[src/rtl/mem_loader_pkg.sv]
// Shared types and constants for the boot-time memory loader.
// Holds the loader FSM states and the frame length decode helper.
package mem_loader_pkg;

    localparam int BYTE_W = 8;
    localparam int WORD_W = 16;

    typedef enum logic [2:0] {
        S_IDLE,
        S_COUNT,
        S_HI,
        S_LO,
        S_WRITE,
        S_CSUM,
        S_DONE,
        S_ERROR
    } state_t;

    // Count byte to word count: zero means a full memory, larger values clamp.
    function automatic logic [8:0] frame_len(
        input logic [BYTE_W-1:0] count,
        input int                aw
    );
        logic [8:0] full;
        full = 9'(1 << aw);
        if (count == '0) begin
            return full;
        end
        if ({1'b0, count} > full) begin
            return full;
        end
        return {1'b0, count};
    endfunction

endpackage

[src/rtl/mem_loader.sv]
// Boot loader: framed byte stream in, 16-bit words out to program memory.
// Holds the CPU in reset until a frame lands with a matching checksum.
module mem_loader
    import mem_loader_pkg::*;
#(
    parameter int ADDR_WIDTH = 6
) (
    input  logic                  clk,
    input  logic                  rst,
    input  logic                  start,
    input  logic [BYTE_W-1:0]     in_data,
    input  logic                  in_valid,
    output logic                  in_ready,
    output logic                  mem_we,
    output logic [ADDR_WIDTH-1:0] mem_addr,
    output logic [WORD_W-1:0]     mem_data,
    output logic                  cpu_hold,
    output logic                  busy,
    output logic                  done,
    output logic                  err,
    output logic [ADDR_WIDTH:0]   words
);

    state_t state;
    state_t state_next;

    logic [ADDR_WIDTH:0]   count_q;
    logic [ADDR_WIDTH-1:0] addr_q;
    logic [BYTE_W-1:0]     hi_q;
    logic [BYTE_W-1:0]     sum_q;

    logic                  accept;
    logic                  launch;
    logic                  ready_next;
    logic                  sum_ok;
    logic [ADDR_WIDTH:0]   words_inc;
    logic [8:0]            len_full;

    assign accept    = in_valid && in_ready;
    assign words_inc = words + 1'b1;
    assign sum_ok    = (in_data == sum_q);
    assign len_full  = frame_len(in_data, ADDR_WIDTH);

    assign launch = start && (state == S_IDLE ||
                              state == S_DONE ||
                              state == S_ERROR);

    always_comb begin
        state_next = state;
        unique case (state)
            S_IDLE, S_DONE, S_ERROR: begin
                if (start) begin
                    state_next = S_COUNT;
                end
            end
            S_COUNT: begin
                if (accept) begin
                    state_next = S_HI;
                end
            end
            S_HI: begin
                if (accept) begin
                    state_next = S_LO;
                end
            end
            S_LO: begin
                if (accept) begin
                    state_next = S_WRITE;
                end
            end
            S_WRITE: begin
                if (words_inc == count_q) begin
                    state_next = S_CSUM;
                end else begin
                    state_next = S_HI;
                end
            end
            S_CSUM: begin
                if (accept) begin
                    state_next = sum_ok ? S_DONE : S_ERROR;
                end
            end
            default: state_next = S_IDLE;
        endcase
    end

    // in_ready is registered, so it is derived from the state being entered.
    always_comb begin
        ready_next = 1'b0;
        unique case (state_next)
            S_COUNT, S_HI, S_LO, S_CSUM: ready_next = 1'b1;
            default:                     ready_next = 1'b0;
        endcase
    end

    always_ff @(posedge clk or posedge rst) begin
        if (rst) begin
            state <= S_IDLE;
        end else begin
            state <= state_next;
        end
    end

    always_ff @(posedge clk or posedge rst) begin
        if (rst) begin
            in_ready <= 1'b0;
            mem_we   <= 1'b0;
            mem_addr <= '0;
            mem_data <= '0;
            cpu_hold <= 1'b1;
            busy     <= 1'b0;
            done     <= 1'b0;
            err      <= 1'b0;
            words    <= '0;
            count_q  <= '0;
            addr_q   <= '0;
            hi_q     <= '0;
            sum_q    <= '0;
        end else begin
            in_ready <= ready_next;
            mem_we   <= 1'b0;
            if (launch) begin
                words    <= '0;
                addr_q   <= '0;
                busy     <= 1'b1;
                done     <= 1'b0;
                err      <= 1'b0;
                cpu_hold <= 1'b1;
            end
            unique case (state)
                S_COUNT: begin
                    if (accept) begin
                        count_q <= len_full[ADDR_WIDTH:0];
                        sum_q   <= in_data;
                    end
                end
                S_HI: begin
                    if (accept) begin
                        hi_q  <= in_data;
                        sum_q <= sum_q + in_data;
                    end
                end
                S_LO: begin
                    if (accept) begin
                        mem_we   <= 1'b1;
                        mem_addr <= addr_q;
                        mem_data <= {hi_q, in_data};
                        sum_q    <= sum_q + in_data;
                    end
                end
                S_WRITE: begin
                    addr_q <= addr_q + 1'b1;
                    words  <= words_inc;
                end
                S_CSUM: begin
                    if (accept) begin
                        busy <= 1'b0;
                        if (sum_ok) begin
                            done     <= 1'b1;
                            cpu_hold <= 1'b0;
                        end else begin
                            err <= 1'b1;
                        end
                    end
                end
                default: begin
                end
            endcase
        end
    end

endmodule

[config.mk]
export PLATFORM = sky130hd
export DESIGN_NAME = mem_loader
export DESIGN_NICKNAME = d
export VERILOG_FILES = /design/src/rtl/mem_loader_pkg.sv /design/src/rtl/mem_loader.sv
export SDC_FILE = /design/constraint.sdc
export NUM_CORES = 1
export LEC_CHECK = 0
export CAP_MARGIN = 20
export CORE_MARGIN = 2
export CORE_UTILIZATION = 45
export CTS_CLUSTER_DIAMETER = 120
export DETAILED_ROUTE_END_ITERATION = 12
export PLACE_DENSITY = 0.79
export SYNTH_ARGS = -nofsm -noshare
export SYNTH_HDL_FRONTEND = slang
export SYNTH_SLANG_ARGS = --single-unit
[constraint.sdc]
create_clock -name clk -period 7 [get_ports clk]
set_input_delay 1.75 -clock clk [delete_from_list [all_inputs] [get_ports clk]]
set_output_delay 1.75 -clock clk [all_outputs]
set_load 0.1 [all_outputs]
### After elaboration in Yosys (flattened, before gate mapping)

Index checks and enable logic that the tools add are counted.

* register bits: 67
* input port bits: 12
* output and inout bits: 35
* logic and storage cells: 88

* add/subtract/negate cells: 3
* order comparisons: 1
* equal/unequal tests: 15
* multiplexer cells: 40
* reduce and logical (&&, ||, !) cells: 15

Operator list (number)
* 7-bit 2-to-1 mux: 6
* 1-bit 2-to-1 mux: 22
* 3-bit 2-to-1 mux: 6
* 3-bit one-hot mux with 6 select lines: 1
* 8-bit 2-to-1 mux: 2
* 8-bit one-hot mux with 2 select lines: 1
* 3-bit equality test, second input constant: 5
* 3-bit by 2-bit equality test with 1-bit output, second input constant: 4
* 6-bit 2-to-1 mux: 2
* 8-bit adder: 1
* 8-bit equality test: 1
* 8-bit by 7-bit greater-than comparator with 1-bit output, second input constant: 1
* 8-bit zero test: 1
* 7-bit by 1-bit adder with 7-bit output, second input constant: 1
* 7-bit equality test: 1
* 6-bit by 1-bit adder with 6-bit output, second input constant: 1
* 3-bit by 1-bit equality test with 1-bit output, second input constant: 2
* 2-bit AND reduction: 3
* 2-bit nonzero test: 2
* 4-bit OR reduction: 1
* 3-bit zero test: 1
* 3-bit AND reduction: 1
* 3-bit OR reduction: 1
* 1-bit logical AND: 2
* 4 further kinds: 5

### Longest topological paths before layout

Gate-level depths: netlist of the first run.

* depth in word-level cells: 8
* gate-level depth with buffers: 9
* mapped depth without buffers: 9

### Worst setup path after synthesis of the first run

OpenSTA, ideal clock, no wires.

* path kind: input-to-reg
* start point: in in_data[1]
* end point: reg sum_q[7]
* library setup time: 87 ps
* data arrival time: 3385 ps
* required time: 6913 ps
* slack: 3529 ps
* stages: 7
* buffers on the path: 0
* cell sequence: ha_1 > a211oi_2 > o21bai_1 > or3_1 > a31o_1 > mux2_4 > a211oi_2

* longest elaborated chain between the ends: 3

Ends and longest elaborated chain
* start, declared: line mem_loader.sv:11 `input logic [BYTE_W-1:0] in_data,`
* 8-bit adder: line mem_loader.sv:140, mem_loader.sv:148
* 8-bit 2-to-1 mux: line mem_loader.sv:138, mem_loader.sv:144
* 8-bit one-hot mux with 2 select lines: line mem_loader.sv:130 `unique case (state)`
* end signal, assigned: line mem_loader.sv:134 `sum_q <= in_data;`
* end signal, assigned: line mem_loader.sv:140 `sum_q <= sum_q + in_data;`
* end signal, assigned: line mem_loader.sv:148 `sum_q <= sum_q + in_data;`
* end, declared: line mem_loader.sv:30 `logic [BYTE_W-1:0] sum_q;`

No other way between the ends. The select of a mux whose other input is x is not followed.
A chain may end at the register's enable or synchronous reset.

### Worst setup path in the final report of the first run

* start point: in in_data[2]
* end point: reg sum_q[7]

The elaborated chain is that of the path after synthesis.

==> results of run 1 <==
[how the worst max path moves through the flow]
| stage | start | endpoint | slack, ps | depth (start not counted) |
|---|---|---|---|---|
| after floorplan | in_data[1] | sum_q[7] | 3530 | 7 |
| after global routing | in_data[2] | sum_q[7] | 3060 | 8 |
| after CTS | in_data[2] | sum_q[7] | 3170 | 8 |
| after global placement | in_data[1] | sum_q[7] | 2870 | 8 |
| after detailed placement | in_data[2] | sum_q[7] | 2800 | 8 |
| final | in_data[2] | sum_q[7] | 3130 | 8 |
[area by class of cell]
type / count / share of cell area
flip-flops and latches: 67 / 0.413
multi-input cells: 220 / 0.378
repair buffers: 48 / 0.117
clock buffers: 12 / 0.0382
well taps: 99 / 0.0305
clock inverters: 4 / 0.0178
inverters: 7 / 0.00646
[registers in the layout (all words and copies together), names as in the netlist]
| register | cells |
|---|---|
| mem_we | 1 |
| in_ready | 1 |
| cpu_hold | 1 |
| count_q | 7 |
| addr_q | 6 |
| hi_q | 8 |
| sum_q | 8 |
| busy | 1 |
| mem_data | 16 |
| words | 7 |
| mem_addr | 6 |
| state | 3 |
| done | 1 |
| err | 1 |
[per-layer routing]
metal,vias up,wire length [um]
met2,63,3320
met1,1256,3190
li1,1193,-
met4,0,158
met5,-,0
met3,13,324
[Yosys cell counts (all sizes together) (2+ instances only)]
cell type / n / area, sq um
a211oi: 7 / 62.6
a21o: 2 / 16.3
a21oi: 8 / 40.0
a22o: 6 / 52.6
a31oi: 2 / 12.5
and2: 3 / 18.8
and3: 4 / 25.0
buf: 5 / 25.0
clkbuf: 5 / 18.8
dfrtp: 66 / 1650
ha: 9 / 113
inv: 7 / 26.3
mux2: 33 / 375
mux2i: 2 / 20.0
nand2: 26 / 97.6
nand2b: 3 / 18.8
nand3: 13 / 65.1
nor2: 26 / 103
nor2b: 2 / 12.5
nor3: 5 / 25.0
nor4: 2 / 12.5
o21a: 3 / 22.5
o21ai: 32 / 160
xnor2: 9 / 78.8
xor2: 7 / 61.3
[cells in the final DEF (no fill, tap or decap), types with 2 or more instances in the layout]
master | netlist | final
o21ai_0 | 4 | 4
nand3_1 | 13 | 13
clkdlybuf4s50_1 | 0 | 46
and3_1 | 4 | 4
a22o_1 | 6 | 6
dfrtp_1 | 66 | 66
nor4_1 | 2 | 2
a211oi_1 | 5 | 5
a211oi_2 | 2 | 2
mux2_2 | 2 | 2
inv_1 | 5 | 4
mux2_1 | 30 | 30
and2_1 | 3 | 3
ha_1 | 9 | 9
xnor2_1 | 9 | 9
nor2b_1 | 2 | 2
mux2i_1 | 2 | 2
a21oi_1 | 8 | 8
xor2_1 | 7 | 7
nand2b_1 | 3 | 3
inv_2 | 2 | 3
o21ai_1 | 28 | 28
bufinv_16 | 0 | 2
buf_4 | 0 | 2
nor2_2 | 2 | 3
o21a_1 | 3 | 3
nor3_1 | 5 | 5
a31oi_1 | 2 | 2
nor2_1 | 24 | 23
nand2_1 | 26 | 26
clkbuf_8 | 0 | 11
[through the flow]
step           setup WS [ps]  utilization  hold slack, ps  cell area (sq um)  std cells
6_report                3130        0.570             478               4070        457
5_1_grt                 3060        0.570             506               4070        457
4_1_cts                 3170        0.570             482               4070        457
3_5_place_dp            2800        0.538             463               3840        441
3_3_place_gp            2870        0.538             466               3840        441
2_1_floorplan           3530            -             437               3280        304
[logic make-up (layout without fill, tap and decap cells)]
logic type      count (synthesis)  in the layout  synth area share
flops                          67             67             0.511
compound gates                 71             71             0.140
fa+ha+maj                      10             10            0.0404
simple gates                   88             88             0.124
mux                            35             35             0.121
buf+inv                        17             71            0.0214
xor+xnor                       16             16            0.0427
[critical path, stage by stage]
cell             delay, ps
clkdlybuf4s50_1        560
ha_1                   430
o21ai_1                210
o21bai_1               100
or3_1                  310
a31o_1                 250
mux2_4                 310
a211oi_2               200
==> flow_summary_export.csv, run 1 <==
group,metric,value,unit
run_status,status,"complete, no violations",
sta,setup_tns,0,ps
sta,finalMaxSlewViolations,0,
routing,drc,0,
cts,clk_pin_slew_worst_paths,70,ps
floorplan,dieWidth,89.4,um
grt,use_met1,0.260,
run,drv_cap,0,
finish,diodes,0,
grt,grt.busiest_layer,"met2",
floorplan,core_area,0.00714,sq mm
routing,routed_wl,6.99,mm
cts,ctsResizeCount,0,
sta,fmax,259,MHz
setup_path,reg2reg_slack,4500,ps
cts,cts_tree,"yes",
yosys,synthFlopType,"dfrtp_1",
grt,gr-usage-met2,0.309,
yosys,synth-edff-count,0,
sta,finClkSkew,8.35,ps
sta,period_minus_slack,3870,ps
finish,syn2layout_area_growth,24.0,%
floorplan,rows,31,
routing,viasPerCell,5.53,
finish,fill_cells,631,
grt,antenna_found_initial,0,
cts,cts-root-buf,"clkbuf_8",
finish,final_net_count,375,
setup_path,r2r_start,"state[2]",
sta,finalHoldViolCount,0,
setup_path,rr_worst_depth,6,
cts,clkSinkCount,67,
sta,period_share,0.552,
sta,worst_pin_slew,997,ps
setup_path,path_class,"primary input to flip-flop",
yosys,postSynthAreaPerCell,10.8,sq um
setup_path,critPathArrivalTime,4130,ps
routing,drt-initial-drc-count,79,
hold_path,min_to,"addr_q[5]",
hold_path,min_path_cells,1,
routing,antenna_left,0,
hold_path,min_path_type,"flip-flop to flip-flop",
place,place.gp.congestion,0.856,
grt,grt_pass1_vias,2456,
place,dp_hpwl,4.77,mm
floorplan,start_util,0.460,
cts,insertion_delay,350,ps
sta,setup_viol,0,
yosys,synthesis.area,0.00328,sq mm
grt,grt_start_max_net_pins,68,
grt,grt.total_usage,0.197,
sta,rsz0062_at_grt,"false",
cts,post_cts_buffers,0,
sta,slew_headroom,0.333,
grt,grt_overflow,0,
finish,register_area,0.00168,sq mm
yosys,synth_seq_area_share,0.511,
yosys,yosys_warnings,0,
yosys,synthCells,304,
yosys,yosysUniqueCellTypes,49,
setup_path,critPathRequiredTime,7260,ps
yosys,synth-seq-cells,67,
cts,clockBufferDepth,2,
routing,first_pass_iters,4,
cts,ctsHoldBuffers,0,
setup_path,cp_max_fo,6,
setup_path,endpoint_kind,"flip-flop",
hold_path,min-delay-start,"addr_q[5]",
grt,grt_pass1_wl,11.9,mm
finish,multi_input_area,0.00154,sq mm
place,portBuffers,46,
floorplan,boundaryPins,47,
yosys,syn_nets,326,
finish,drive_gt1_frac,0.0838,
setup_path,reg2reg_to,"sum_q[7]",
routing,dr_total_vias,2525,
grt,grt_util_met3,0.0452,
setup_path,worst_setup_path_start_kind,"primary input",
yosys,async_flop_share,1.00,
floorplan,die_h,89.4,um
cts,cts_made_buffers,9,
floorplan,die_area,0.00799,sq mm
cts,htreeDepth,3,
routing,route.detailed.wl_per_inst,15.3,um
Power of run 1 is not shown: default switching activity piles up to over one toggle a cycle in this logic, so the estimate is an artifact.
==> run 2: changes to the inputs <==
==> constraint.sdc (replaced) <==
create_clock -name clk -period 3.9 [get_ports clk]
set_input_delay 0.975 -clock clk [delete_from_list [all_inputs] [get_ports clk]]
set_output_delay 0.975 -clock clk [all_outputs]
set_load 0.1 [all_outputs]
==> run 2 against run 1 <==
  * Clock skew fell by 2.2 ps
  * Hold slack got worse by 0.92 ps
  * Final cell count rose by 0.22%
  * Global-route usage rose by 0.32 points
  * Sequential share of layout area fell by 0.28 points
  * Critical path depth did not move
  * Register-to-register slack got worse by 3000 ps
  * Wire length rose by 1.5%
  * Non-clock buffer count rose by 1
  * Core utilization rose by 0.39 points
  * Setup slack got worse by 2300 ps
==> flow_summary_export.csv, run 2 (synthesized netlist as in run 1, its figures left out) <==
group,metric,value,unit
place,place.gp.congestion,0.893,
floorplan,die_area,0.00799,sq mm
hold_path,min_to,"addr_q[5]",
grt,grt_pass1_vias,2489,
sta,setup_tns,0,ps
sta,finClkSkew,6.14,ps
routing,drc,0,
sta,timing.hold.ws,477,ps
setup_path,critPathArrivalTime,3330,ps
routing,route.detailed.wl_per_inst,15.5,um
setup_path,cp_max_fo,7,
sta,period_minus_slack,3060,ps
setup_path,critPathRequiredTime,4170,ps
place,portBuffers,46,
setup_path,r2r_start,"state[2]",
cts,htreeDepth,3,
hold_path,min_path_cells,1,
sta,fmax,327,MHz
sta,worst_pin_slew,1000,ps
cts,post_cts_buffers,0,
setup_path,rr_worst_depth,6,
cts,insertion_delay,350,ps
setup_path,path_class,"primary input to flip-flop",
run_status,status,"complete, no violations",
routing,first_pass_iters,4,
floorplan,rows,31,
routing,routed_wl,7.10,mm
cts,cts_made_buffers,9,
cts,clkSinkCount,67,
finish,drive_gt1_frac,0.0919,
cts,cts-root-buf,"clkbuf_8",
grt,grt_start_max_net_pins,36,
finish,final_net_count,376,
finish,diodes,0,
routing,viasPerCell,5.44,
hold_path,min_path_type,"flip-flop to flip-flop",
setup_path,startpoint,"in_data[1]",
grt,grt.total_usage,0.200,
cts,clockBufferDepth,2,
finish,reg.largest.list,"mem_data: 16 flops, hi_q: 8 flops, sum_q: 8 flops",
cts,ctsHoldBuffers,0,
finish,final_common_cell,"dfrtp_1",
sta,period_share,0.785,
sta,finalHoldViolCount,0,
floorplan,start_util,0.460,
sta,finalMaxSlewViolations,0,
place,dp_hpwl,4.99,mm
sta,slew_headroom,0.329,
finish,largest_reg_flops,16,
routing,antenna_left,0,
setup_path,worst_setup_path_start_kind,"primary input",
cts,ctsResizeCount,0,
floorplan,dieWidth,89.4,um
routing,drt-initial-drc-count,77,
routing,dr_total_vias,2491,
place,dp_slack,518,ps
grt,grt_pass1_wl,12.1,mm
grt,antenna_found_initial,0,
sta,setup_viol,0,
floorplan,core_area,0.00714,sq mm
run,drv_cap,0,
floorplan,die_h,89.4,um
setup_path,reg2reg_to,"sum_q[7]",
finish,fill_cells,622,
grt,grt_overflow,0,
cts,clk_pin_slew_worst_paths,70,ps
setup_path,reg2reg_slack,1500,ps
cts,cts_tree,"yes",
sta,rsz0062_at_grt,"false",
finish,final_cell_mix,"dfrtp_1 (66), clkdlybuf4s50_1 (45), mux2_1 (30), o21ai_1 (28), nand2_1 (26)",
finish,syn2layout_area_growth,24.8,%
finish,top_register,"mem_data",
floorplan,boundaryPins,47,
sta,setup_ws,838,ps
hold_path,min-delay-start,"addr_q[5]",
setup_path,endpoint_kind,"flip-flop",
run 2: layer usage:
layer	routed length, um	GRT usage	vias up
met5	0	0	-
met4	158	0.0991	0
met2	3370	0.314	70
met1	3190	0.264	1208
li1	-	-	1199
met3	373	0.0434	14
run 2: area by class of cell:
type | count | area [sq um] | share of cell area
clock buffers | 10 | 138 | 0.0336
clock inverters | 6 | 113 | 0.0275
inverters | 7 | 26.3 | 0.00642
flip-flops and latches | 67 | 1680 | 0.410
multi-input cells | 220 | 1540 | 0.375
well taps | 99 | 124 | 0.0303
repair buffers | 49 | 480 | 0.117
run 2: per-stage QoR:
step / util / instance area (sq um) / instances
after global placement: 0.539 / 3840 / 442
after global routing: 0.574 / 4090 / 458
after detailed placement: 0.539 / 3840 / 442
after CTS: 0.574 / 4090 / 458
final: 0.574 / 4090 / 458
after floorplan: - / 3280 / 304
run 2: worst max-delay path by stage:
stage,end,slack (ps)
after detailed placement,sum_q[7],520
after floorplan,sum_q[7],1200
after global placement,sum_q[7],550
after global routing,sum_q[7],750
after CTS,sum_q[7],870
final,sum_q[7],840
run 2: critical path: stages:
cell	delay, ps
clkdlybuf4s50_1	540
ha_1	410
a211oi_2	220
o21bai_1	110
or3_1	310
a31o_1	260
mux2_4	310
a211oi_2	200
Power of run 2 is left out for the same reason.
==> run 3: changes to the inputs <==
--- a/config.mk
+++ b/config.mk
@@ -10,7 +10,7 @@
 export CORE_UTILIZATION = 45
 export CTS_CLUSTER_DIAMETER = 120
 export DETAILED_ROUTE_END_ITERATION = 12
-export PLACE_DENSITY = 0.79
+export PLACE_DENSITY = 0.82
 export SYNTH_ARGS = -nofsm -noshare
 export SYNTH_HDL_FRONTEND = slang
 export SYNTH_SLANG_ARGS = --single-unit
==> constraint.sdc (replaced) <==
create_clock -name clk -period 2.5 [get_ports clk]
set_input_delay 0.625 -clock clk [delete_from_list [all_inputs] [get_ports clk]]
set_output_delay 0.625 -clock clk [all_outputs]
set_load 0.1 [all_outputs]
==> run 3 against run 2 <==
  * Wire length grew 3.2%
  * Count of clock-buffer cells in the layout is 1 lower
  * Final cell count grew 5.2%
  * Design area is 1.8% higher
  * Setup slack got worse by 760 ps
  * Via count increased by 4.5%
  * Core utilization grew 1.0 points
  * Hold slack is essentially flat
  * Sequential share of layout area shrank 0.73 points
  * Largest cell class unchanged
==> flow_summary_export.csv, run 3 (synthesized netlist as in run 1, its figures left out) <==
group,metric,value,unit
run_status,status,"complete, no violations",
grt,grt_overflow,0,
cts,insertion_delay,350,ps
place,placed_cell_area,0.00396,sq mm
sta,finalMaxSlewViolations,0,
routing,route.top_layer_used,"met4",
cts,clockBufferDepth,2,
routing,drt-initial-drc-count,147,
floorplan,die_area,0.00799,sq mm
place,place.gp.congestion,0.885,
floorplan,rows,31,
sta,slew_headroom,0.569,
setup_path,endpoint_kind,"flip-flop",
place,dp_hpwl,5.16,mm
routing,wl_met2,3.56,mm
finish,final_common_cell,"dfrtp_1",
setup_path,startpoint,"in_data[2]",
sta,period_share,0.970,
sta,finalHoldViolCount,0,
routing,antenna_left,0,
setup_path,cp_max_fo,2,
floorplan,dieWidth,89.4,um
routing,drc,0,
grt,grt_start_max_net_pins,68,
routing,dr_total_vias,2602,
setup_path,path_class,"primary input to flip-flop",
finish,syn2layout_area_growth,27.0,%
setup_path,reg2reg_slack,320,ps
place,portBuffers,46,
setup_path,critPathRequiredTime,2770,ps
floorplan,die_h,89.4,um
finish,largest_reg_flops,16,
routing,routed_wl,7.32,mm
routing,routedLengthMet1,3.35,mm
finish,drive_gt1_frac,0.248,
setup_path,worst_setup_path_start_kind,"primary input",
sta,worst_pin_slew,644,ps
sta,setup_ws,75.9,ps
routing,route.detailed.wl_per_inst,15.2,um
routing,dr_wl_met3,289,um
floorplan,start_util,0.460,
cts,post_cts_buffers,0,
sta,finClkSkew,13.2,ps
cts,htreeDepth,3,
run,drv_cap,0,
grt,grt_pass1_vias,2567,
finish,top_register,"mem_data",
hold_path,min-delay-start,"addr_q[5]",
finish,diodes,0,
cts,cts_made_buffers,9,
cts,cts_tree,"yes",
grt,grt.total_usage,0.207,
setup_path,critPathArrivalTime,2690,ps
finish,final_net_count,400,
cts,cts-root-buf,"clkbuf_8",
grt,antenna_found_initial,0,
floorplan,core_area,0.00714,sq mm
finish,design_area,0.00417,sq mm
cts,ctsHoldBuffers,0,
cts,clkSinkCount,67,
sta,period_minus_slack,2420,ps
cts,clk_pin_slew_worst_paths,80,ps
finish,reg.largest.list,"mem_data: 16 flops, hi_q: 8 flops, sum_q: 8 flops",
finish,final_cell_mix,"dfrtp_1 (66), buf_4 (60), mux2_1 (30), o21ai_1 (27), nand2_1 (26)",
floorplan,boundaryPins,47,
grt,grt_pass1_wl,12.6,mm
sta,setup_viol,0,
routing,first_pass_iters,4,
sta,fmax,413,MHz
hold_path,min_path_type,"flip-flop to flip-flop",
setup_path,r2r_start,"sum_q[1]",
routing,viasPerCell,5.40,
place,dp_slack,-416,ps
-- run 3: timing repair --
action / 4_1_cts / 5_1_grt
setup endpoints to repair: 1 / 2
pin swaps: 1 / 2
gates resized for setup: 2 / 3
-- run 3: critical path, stage by stage --
cell	delay, ps
clkdlybuf4s50_1	480
ha_2	290
o21ai_2	150
o21bai_1	100
or3_1	320
a31o_1	210
mux2_4	300
a211oi_2	210
-- run 3: through the flow --
step / hold slack [ps] / utilization / setup TNS [ps] / std cells
floorplan: 437 / - / 0 / 304
global placement: 464 / 0.555 / -699 / 466
detailed placement: 466 / 0.555 / -1350 / 466
CTS: 484 / 0.583 / 0 / 482
global route: 507 / 0.584 / -14.7 / 482
finish: 477 / 0.584 / 0 / 482
-- run 3: layer usage --
metal | global-route usage | vias up
met5 | 0 | -
met4 | 0.0692 | 0
met3 | 0.0416 | 11
met2 | 0.339 | 69
met1 | 0.278 | 1284
li1 | - | 1238
-- run 3: worst paths after layout --
kind | end | cells past startpoint
min | addr_q[5] | 1
max | sum_q[7] | 8
min in group asynchronous | mem_data[6] | 3
max in group asynchronous | cpu_hold | 3
max reg2reg | sum_q[7] | 7
min reg2reg | addr_q[5] | 1
-- run 3: final cells by class --
class / count / area [sq um]
multi-input combinational: 220 / 1560
clock buffer: 9 / 124
fill: 639 / 2970
timing repair buffer: 73 / 599
tap: 99 / 124
inverter: 7 / 26.3
sequential: 67 / 1680
clock inverter: 7 / 60.1
Power of run 3 is left out for the same reason.
